<file path="config.mk">
export PLATFORM = sky130hd
export DESIGN_NAME = motor_drive_ctrl
export DESIGN_NICKNAME = d
export VERILOG_FILES = /design/src/rtl/motor_drive_ctrl.sv
export SDC_FILE = /design/constraint.sdc
export NUM_CORES = 1
export LEC_CHECK = 0
export BUFFER_PORTS_ARGS = -buffer_cell sky130_fd_sc_hd__buf_2
export CAP_MARGIN = 20
export CELL_PAD_IN_SITES_DETAIL_PLACEMENT = 1
export CELL_PAD_IN_SITES_GLOBAL_PLACEMENT = 1
export CORE_MARGIN = 1.5
export CORE_UTILIZATION = 40
export DETAILED_ROUTE_END_ITERATION = 7
export GPL_ROUTABILITY_DRIVEN = 0
export HOLD_SLACK_MARGIN = 0.15
export PLACE_DENSITY = 0.73
export SLEW_MARGIN = 25
export SYNTH_ARGS = -nofsm -noshare
export SYNTH_HDL_FRONTEND = slang
export SYNTH_SLANG_ARGS = --single-unit
</file>
<file path="constraint.sdc">
create_clock -name CLK -period 9.92 [get_ports CLK]
set_input_delay 2.976 -clock CLK [delete_from_list [all_inputs] [get_ports CLK]]
set_output_delay 2.976 -clock CLK [all_outputs]
set_load 0.1 [all_outputs]
</file>
<file path="src/rtl/motor_drive_ctrl.sv">
// H-bridge drive controller: signed command -> FWD/REV duty with dead time.
// Ports: CLK, RST_n (async low), ENABLE, TICK_DIV, CMD_IN, CMD_VALID in;
// CH0_DUTY, CH1_DUTY, STATE, BUSY out. Macro MOTOR_DRIVE_SLEW_LIMIT_EN
// enables per-tick slew limiting of the applied duty.
module motor_drive_ctrl #(
  parameter int unsigned DUTY_MAX  = 9999,
  parameter int unsigned DUTY_MIN  = 1,
  parameter int unsigned CMD_SHIFT = 15,
  parameter int unsigned DEAD_CYC  = 1000,
  parameter int unsigned SLEW_STEP = 16
) (
  input  logic        CLK,
  input  logic        RST_n,
  input  logic        ENABLE,
  input  logic [31:0] TICK_DIV,
  input  logic [31:0] CMD_IN,
  input  logic        CMD_VALID,
  output logic [31:0] CH0_DUTY,
  output logic [31:0] CH1_DUTY,
  output logic [1:0]  STATE,
  output logic        BUSY
);

`ifdef MOTOR_DRIVE_SLEW_LIMIT_EN
  localparam bit SLEW_EN = 1'b1;
`else
  localparam bit SLEW_EN = 1'b0;
`endif

  localparam logic [31:0] DMAX  = 32'(DUTY_MAX);
  localparam logic [31:0] DMIN  = 32'(DUTY_MIN);
  localparam logic [31:0] SSTEP = 32'(SLEW_STEP);
  localparam logic [31:0] DLAST = 32'(DEAD_CYC - 1);

  typedef enum logic [1:0] {
    ST_STOP = 2'd0,
    ST_FWD  = 2'd1,
    ST_DEAD = 2'd2,
    ST_REV  = 2'd3
  } state_e;

  state_e      state_q, state_d;
  logic [31:0] tgt_q;
  logic [31:0] tcnt_q, tcnt_d;
  logic [31:0] dcnt_q, dcnt_d;
  logic [31:0] app_q, app_d;
  logic [31:0] ch0_q, ch0_d;
  logic [31:0] ch1_q, ch1_d;

  logic [31:0] abs_w, shr_w, tmag_w;
  logic        t_neg, t_zero, t_pos;
  logic [31:0] div_m1;
  logic        tick_w;
  logic [32:0] up_w, dn_w;
  logic [31:0] slew_w, step_w, clamp_w;

  // Two's-complement magnitude; -2^31 becomes 2^31 unsigned.
  assign abs_w  = tgt_q[31] ? (~tgt_q + 32'd1) : tgt_q;
  assign shr_w  = abs_w >> CMD_SHIFT;
  assign tmag_w = (shr_w > DMAX) ? DMAX : shr_w;
  assign t_neg  = tgt_q[31];
  assign t_zero = (tgt_q == 32'd0);
  assign t_pos  = !t_neg && !t_zero;

  // >= so a divider lowered below the count fires at once.
  assign div_m1 = (TICK_DIV == 32'd0) ? 32'd0 : TICK_DIV - 32'd1;
  assign tick_w = (tcnt_q >= div_m1);
  assign tcnt_d = tick_w ? 32'd0 : tcnt_q + 32'd1;

  // 33-bit sums so the step test cannot wrap.
  assign up_w = {1'b0, app_q} + {1'b0, SSTEP};
  assign dn_w = {1'b0, tmag_w} + {1'b0, SSTEP};

  always_comb begin
    slew_w = tmag_w;
    if (app_q < tmag_w) begin
      if (up_w < {1'b0, tmag_w}) slew_w = up_w[31:0];
    end else begin
      if (dn_w < {1'b0, app_q}) slew_w = app_q - SSTEP;
    end
  end

  assign step_w = SLEW_EN ? slew_w : tmag_w;

  always_comb begin
    state_d = state_q;
    app_d   = app_q;
    dcnt_d  = dcnt_q;
    if (!ENABLE) begin
      state_d = ST_STOP;
      app_d   = 32'd0;
      dcnt_d  = 32'd0;
    end else begin
      unique case (state_q)
        ST_STOP: begin
          if (tick_w && t_pos) begin
            state_d = ST_FWD;
            app_d   = DMIN;
          end else if (tick_w && t_neg) begin
            state_d = ST_REV;
            app_d   = DMIN;
          end
        end
        ST_FWD, ST_REV: begin
          if (tick_w) begin
            if (t_zero) begin
              state_d = ST_STOP;
            end else if ((state_q == ST_FWD) == t_neg) begin
              state_d = ST_DEAD;
              dcnt_d  = 32'd0;
            end else begin
              app_d = step_w;
            end
          end
        end
        ST_DEAD: begin
          if (dcnt_q >= DLAST) begin
            dcnt_d  = 32'd0;
            app_d   = DMIN;
            state_d = t_zero ? ST_STOP :
                      t_neg  ? ST_REV  : ST_FWD;
          end else begin
            dcnt_d = dcnt_q + 32'd1;
          end
        end
      endcase
    end
  end

  // Duties are built from next state so they land on the same edge.
  assign clamp_w = (app_d > DMAX) ? DMAX :
                   (app_d < DMIN) ? DMIN : app_d;
  assign ch0_d = (state_d == ST_FWD) ? clamp_w : DMIN;
  assign ch1_d = (state_d == ST_REV) ? clamp_w : DMIN;

  always_ff @(posedge CLK or negedge RST_n) begin
    if (!RST_n) begin
      state_q <= ST_STOP;
      tgt_q   <= 32'd0;
      tcnt_q  <= 32'd0;
      dcnt_q  <= 32'd0;
      app_q   <= 32'd0;
      ch0_q   <= DMIN;
      ch1_q   <= DMIN;
    end else begin
      state_q <= state_d;
      tcnt_q  <= tcnt_d;
      dcnt_q  <= dcnt_d;
      app_q   <= app_d;
      ch0_q   <= ch0_d;
      ch1_q   <= ch1_d;
      if (CMD_VALID) tgt_q <= CMD_IN;
    end
  end

  assign CH0_DUTY = ch0_q;
  assign CH1_DUTY = ch1_q;
  assign STATE    = state_q;
  assign BUSY     = (state_q == ST_DEAD);

endmodule
</file>
# After elaboration in Yosys (flattened, before gate mapping)
# Cells that the tools add are included.
# W data, S select, Z words.
[word_totals]
reg_bits = 194
input_bits = 68
out_inout_bits = 67
wordCells = 69
[classes]
add_sub_neg = 4
order_cmp = 5
n_eq_ne = 10
muxes = 32
bitwise = 1
reduce_logical = 10
[op_table]
columns = ["operator", "count"]
rows = [
  ["$mux W32", 19],
  ["$add A32 B1 Y32 const B", 3],
  ["$pmux W32 S3", 1],
  ["$logic_not A32 Y1", 2],
  ["$pmux W32 S2", 1],
  ["$ge A32 B10 Y1 const B", 1],
  ["$ge A32 B32 Y1", 1],
  ["$gt A32 B14 Y1 const B", 1],
  ["$lt A32 B1 Y1 const B", 1],
  ["$not A32 Y32", 1],
  ["$sub A32 B1 Y32 const B", 1],
  ["$mux W2", 9],
  ["$gt A17 B14 Y1 const B", 1],
  ["$mux W17", 1],
  ["$ne A3 B3 Y1 const B", 3],
  ["$eq A2 B2 Y1 const B", 3],
  ["$pmux W2 S3", 1],
  ["$eq A2 B1 Y1 const B", 2],
  ["$reduce_and A4 Y1", 1],
  ["$logic_and A1 B1 Y1", 3],
  ["$ne A3 B1 Y1 const B", 1],
  ["$logic_not A1 Y1", 2],
  ["$logic_not A2 Y1", 1],
  ["$reduce_or A2 Y1", 1],
  ["$eq A1 B1 Y1", 1],
]

# Logic depth before layout (Yosys ltp)
[logic_depth]
ltp_word = 14
depth_mapped = 21
mapped_depth_nobuf = 19

# Least setup slack after synthesis
# OpenSTA, ideal clock, no wires.
[synth_path]
kind = "input-to-reg"
startpoint = "input port TICK_DIV[14]"
endpoint = "register ch0_q[0], in the netlist CH0_DUTY[0]"
setup_time_ns = 0.111
arrival_time_ns = 7.763
t_required_ns = 9.809
path_slack_ns = 2.046
cell_stages = 19
path_buffers = 2
path_cell_list = "or4_1 -> or3_1 -> nor4_1 -> nand3_1 -> nor3b_1 -> nand2_1 -> clkbuf_1 -> nand2_1 -> ha_1 -> a211oi_1 -> nor2_1 -> nor4_1 -> a221oi_1 -> o21ai_0 -> clkbuf_1 -> mux2_2 -> a211o_1 -> a211oi_1 -> o211ai_1"
[synth_between]
elab_cells_between_ends = 22
cone_classes = "add/sub: 1; order compare: 3; eq/ne: 1; mux: 14; reduce/logical: 3"
[synth_lines]
columns = ["element", "line_no", "text"]
rows = [
  ["start, declared", "15", "input logic [31:0] TICK_DIV,"],
  ["$sub A32 B1 Y32 or $logic_not A32 Y1 (tied branches)", "66", "assign div_m1 = (TICK_DIV == 32'd0) ? 32'd0 : TICK_DIV - 32'd1;"],
  ["$mux W32 (*)", "66", ""],
  ["$ge A32 B32 Y1 (*)", "67", "assign tick_w = (tcnt_q >= div_m1);"],
  ["$logic_and A1 B1 Y1", "99", "end else if (tick_w && t_neg) begin"],
  ["$mux W2", "99", ""],
  ["$mux W2", "96", "if (tick_w && t_pos) begin"],
  ["$pmux W2 S3 (*)", "94", "unique case (state_q)"],
  ["$mux W2 (*)", "89", "if (!ENABLE) begin"],
  ["net state_d[1]", "42", "state_e state_q, state_d;"],
  ["$eq A2 B1 Y1 (*)", "133", "assign ch0_d = (state_d == ST_FWD) ? clamp_w : DMIN;"],
  ["$mux W32 (*)", "133", ""],
  ["net ch0_d[0]", "47", "logic [31:0] ch0_q, ch0_d;"],
  ["end signal, assigned", "150", "ch0_q <= ch0_d;"],
  ["end, declared", "47", ""],
]
# The timed path passes the listed nets; every way through them passes the cells marked *.
# A chain may end at the register's enable or synchronous reset.

# Worst setup path in the final report
[layout_path]
startpoint = "input port TICK_DIV[14]"
endpoint = "register ch0_q[0], in the netlist CH0_DUTY[0]"
[layout_between]
elab_chain_cells = 12
elab_cells_between_ends = 22
cone_classes = "add/sub: 1; order compare: 3; eq/ne: 1; mux: 14; reduce/logical: 3"
[layout_lines]
columns = ["element", "line_no", "text"]
rows = [
  ["$sub A32 B1 Y32 or $logic_not A32 Y1 (tied branches)", "66", ""],
  ["$mux W32 (*)", "66", ""],
  ["$ge A32 B32 Y1 (*)", "67", ""],
  ["$logic_and A1 B1 Y1", "99", ""],
  ["$mux W32", "99", ""],
  ["$mux W32", "96", ""],
  ["$pmux W32 S3", "94", ""],
  ["$mux W32", "89", ""],
  ["$lt A32 B1 Y1", "132", "(app_d < DMIN) ? DMIN : app_d;"],
  ["$mux W32", "132", ""],
  ["$mux W32", "131", "assign clamp_w = (app_d > DMAX) ? DMAX :"],
  ["$mux W32 (*)", "133", ""],
  ["net ch0_d[0]", "47", ""],
]
# Marks and branches as above.

==> flow_summary.toml <==
[grt]
grt_pass1_vias = 7798
grt_use_total_pct = 20.1
antenna_found_initial = 0
gr-total-overflow = 0
grt_util_met3_pct = 4.05
grt_util_met1_pct = 25.9
top_usage_layer = "met2"
grt_max_degree = 73
grt_pass1_wl_mm = 39.3
met2_usage_pct = 34.4

[synthesis]
synthMuxAreaShare_pct = 4.78
netlist.top_cell.by_area = "dfrtp_1"
synth_ff_type = "dfrtp_1"
synth-seq-cells = 194
async_flop_share_pct = 100
synth_top_family_by_area = "simple AND/OR/NAND/NOR gates"
seq_area_frac_synth_pct = 50.9
synthTopCellsByArea = "dfrtp_1 50%, ha_1 4.7%, xor2_1 4.4%"
ys_types = 70
synth-simple-area-share_pct = 20.3
synth_compound_gate_area_share_pct = 10.2
synth_top_area_share_pct = 50.3
syn_area_per_cell_um2 = 10.3
synth_area_um2 = 9550
yosys.area_share.adder_pct = 4.72
netlist_instances = 927
ys.warnings.count = 0
synth_edf_count = 0
synth_xor_xnor_area_share_pct = 6.86

[setup_path]
crit_fanout = 28
cp_data_required_time_ns = 10.24
endpoint_kind = "flip-flop"
startpoint_type = "primary input"
crit_arrival_ns = 9.05
worstSetupPathType = "primary input to flip-flop"

[sta]
skew_ns = 0.0206
fmax_mhz = 115
final.setup.tns_ns = 0
hold_viol_final = 0
finalSetupViolCount = 0
slew_violations = 0
worst_pin_slew_ns = 0.938
rsz0062_at_grt = "false"
fin_crit_ns = 8.73
relSlewSlack_pct = 37.5
min_period_over_period_pct = 88.0

[routing]
drtAntennaViolNets = 0
drc = 0
drtIter0Drc = 361
via_per_inst = 5.21
vias = 7413
wl_mm = 23.9
drtPass1Iterations = 4
post_drt_wl_per_cell_um = 16.8

[clock_network]
post_cts_resized = 0
clkTransAtPathRegs_ns = 0.08
cts_tree = "yes"
htreeDepth = 4
clk_latency_ns = 0.45
clock_path_buffers = 2
numCtsBuffers = 17
postCtsHoldBufs = 0
cts_setup_buffers = 0
cts.sinks = 194
cts_root_buf = "clkbuf_16"

[power_and_ir_drop]
leakagePower_uw = 0.00530
peakVddDrop_mv = 0.119
power_density_nw_per_um2 = 173
power.total_uw = 1960

[layout]
area_growth_pct = 18.7
final_layout_size_suffix_gt1_share_pct = 20.9
final_common_cell = "dfrtp_1"
nNetsFinal = 1196
nFillCells = 2686
fin_util_pct = 48.3
antennaDiodeCount = 0
mostFrequentLayoutCells = "192 x dfrtp_1, 133 x buf_2, 103 x nor2_1, 77 x nand2_1, 48 x xor2_1"

[floorplanning]
initial_core_util_pct = 40.7
dieWidth_um = 158
core.rowCount = 56
die-area_um2 = 24800
io_pins = 135
die_h_um = 158
core_area_um2 = 23500

[flow_run]
drv_cap = 0

[placed_design]
io_buffers = 134
hpwl_mm = 17.4

[outcome]
status = "finished clean"

[hold_path]
worst_hold_path_type = "flip-flop to flip-flop"
[critical path: stages]
cell       delay, ns
buf_2           0.13
or4_1           0.58
or3_1           0.38
nor4_1          0.27
nand3_1         0.11
nor3b_1         0.52
nand2_1         0.63
nand2_1         0.22
ha_1            0.22
o2111ai_1       0.14
a311o_1         0.36
a221oi_1        0.38
o21a_1          0.53
nand2_1         0.34
a32o_1          0.43
a211oi_1        0.63
o211ai_1        0.20
[where the power goes]
part	switching [µW]	internal, µW
Combinational	204	113
Sequential	65.9	843
Clock	378	358
Total	648	1310
[cells by family (layout without fill, tap and decap cells)]
group                    after synthesis  count (layout)
AO/OA/AOI/OAI                        147             147
buffers and inverters                 54             197
adder cells (fa/ha/maj)               36              36
flip-flops                           194             194
AND/OR/NAND/NOR                      380             380
multiplexers                          41              41
other                                  1              36
XOR/XNOR                              74              74
[area by class of cell]
cell class	instances	area, µm²	share of cell area [%]
sequential	194	4860	42.8
clock inverter	15	223	1.96
tap	319	399	3.52
inverter	24	90.1	0.795
clock buffer	17	425	3.75
multi-input combinational	714	4610	40.7
timing repair buffer	141	732	6.46
[worst paths after layout]
path	cells after the start	slack, ns	end	startpoint
hold / removal	1	0.49	app_q[16]$_DFF_PN0_	app_q[16]$_DFF_PN0_
setup reg to reg	9	5.68	CH0_DUTY[0]$_DFF_PN1_	tgt_q[0]$_DFFE_PN0P_
max in group asynchronous	2	6.15	dcnt_q[14]$_DFFE_PN0P_	RST_n
min in group asynchronous	1	2.48	CH0_DUTY[25]$_DFF_PN0_	RST_n
hold reg to reg	1	0.49	app_q[16]$_DFF_PN0_	app_q[16]$_DFF_PN0_
setup / recovery	17	1.19	CH0_DUTY[0]$_DFF_PN1_	TICK_DIV[14]
[layer usage]
layer / wire (µm) / share of wire, % / vias to the layer above
met3: 957 / 4.0 / 22
met1: 11000 / 46 / 3665
li1: - / - / 3586
met5: 0 / 0 / -
met2: 11700 / 49 / 140
met4: 291 / 1.2 / 0
[metrics by stage]
| stage | worst slack (ns) | hold WS (ns) | cell area [µm²] | instances |
|---|---|---|---|---|
| after global routing | 0.743 | 0.506 | 11300 | 1424 |
| final | 1.19 | 0.488 | 11300 | 1424 |
| after floorplan | 2.05 | 0.445 | 9680 | 962 |
| after CTS | 1.24 | 0.495 | 11300 | 1424 |
| after global placement | 1.05 | 0.467 | 10700 | 1392 |
| after detailed placement | 0.772 | 0.472 | 10700 | 1392 |
[synth_stat cells (2+ instances only)]
| cell type | number |
|---|---|
| xor2_1 | 48 |
| and3_1 | 13 |
| or3_1 | 10 |
| nand4_1 | 23 |
| a41oi_1 | 5 |
| a21oi_1 | 44 |
| inv_2 | 2 |
| dfstp_2 | 2 |
| mux2i_1 | 4 |
| o211ai_1 | 10 |
| clkbuf_1 | 21 |
| and4_1 | 7 |
| nor2b_1 | 5 |
| nand3_1 | 26 |
| nand2b_1 | 10 |
| ha_1 | 36 |
| inv_1 | 22 |
| or4_4 | 2 |
| o21ai_0 | 34 |
| nor4_1 | 19 |
| nor2_1 | 103 |
| o311ai_0 | 6 |
| xnor2_1 | 25 |
| dfrtp_1 | 192 |
| o21a_1 | 5 |
| o31ai_1 | 4 |
| and2_1 | 36 |
| a211oi_1 | 6 |
| nor3b_1 | 2 |
| o2111ai_1 | 3 |
| a41o_1 | 2 |
| a31oi_1 | 9 |
| nor3_1 | 24 |
| buf_1 | 6 |
| mux2_2 | 37 |
| o41ai_1 | 3 |
| or4_1 | 10 |
| or2_2 | 3 |
| nand2_1 | 77 |
[registers in the layout, summed over array words and instances, names as in the netlist]
register / flops
app_q: 32
CH1_DUTY: 32
tgt_q: 32
tcnt_q: 32
STATE: 2
dcnt_q: 32
CH0_DUTY: 32
Note: power is estimated with default switching activity, not from simulation.
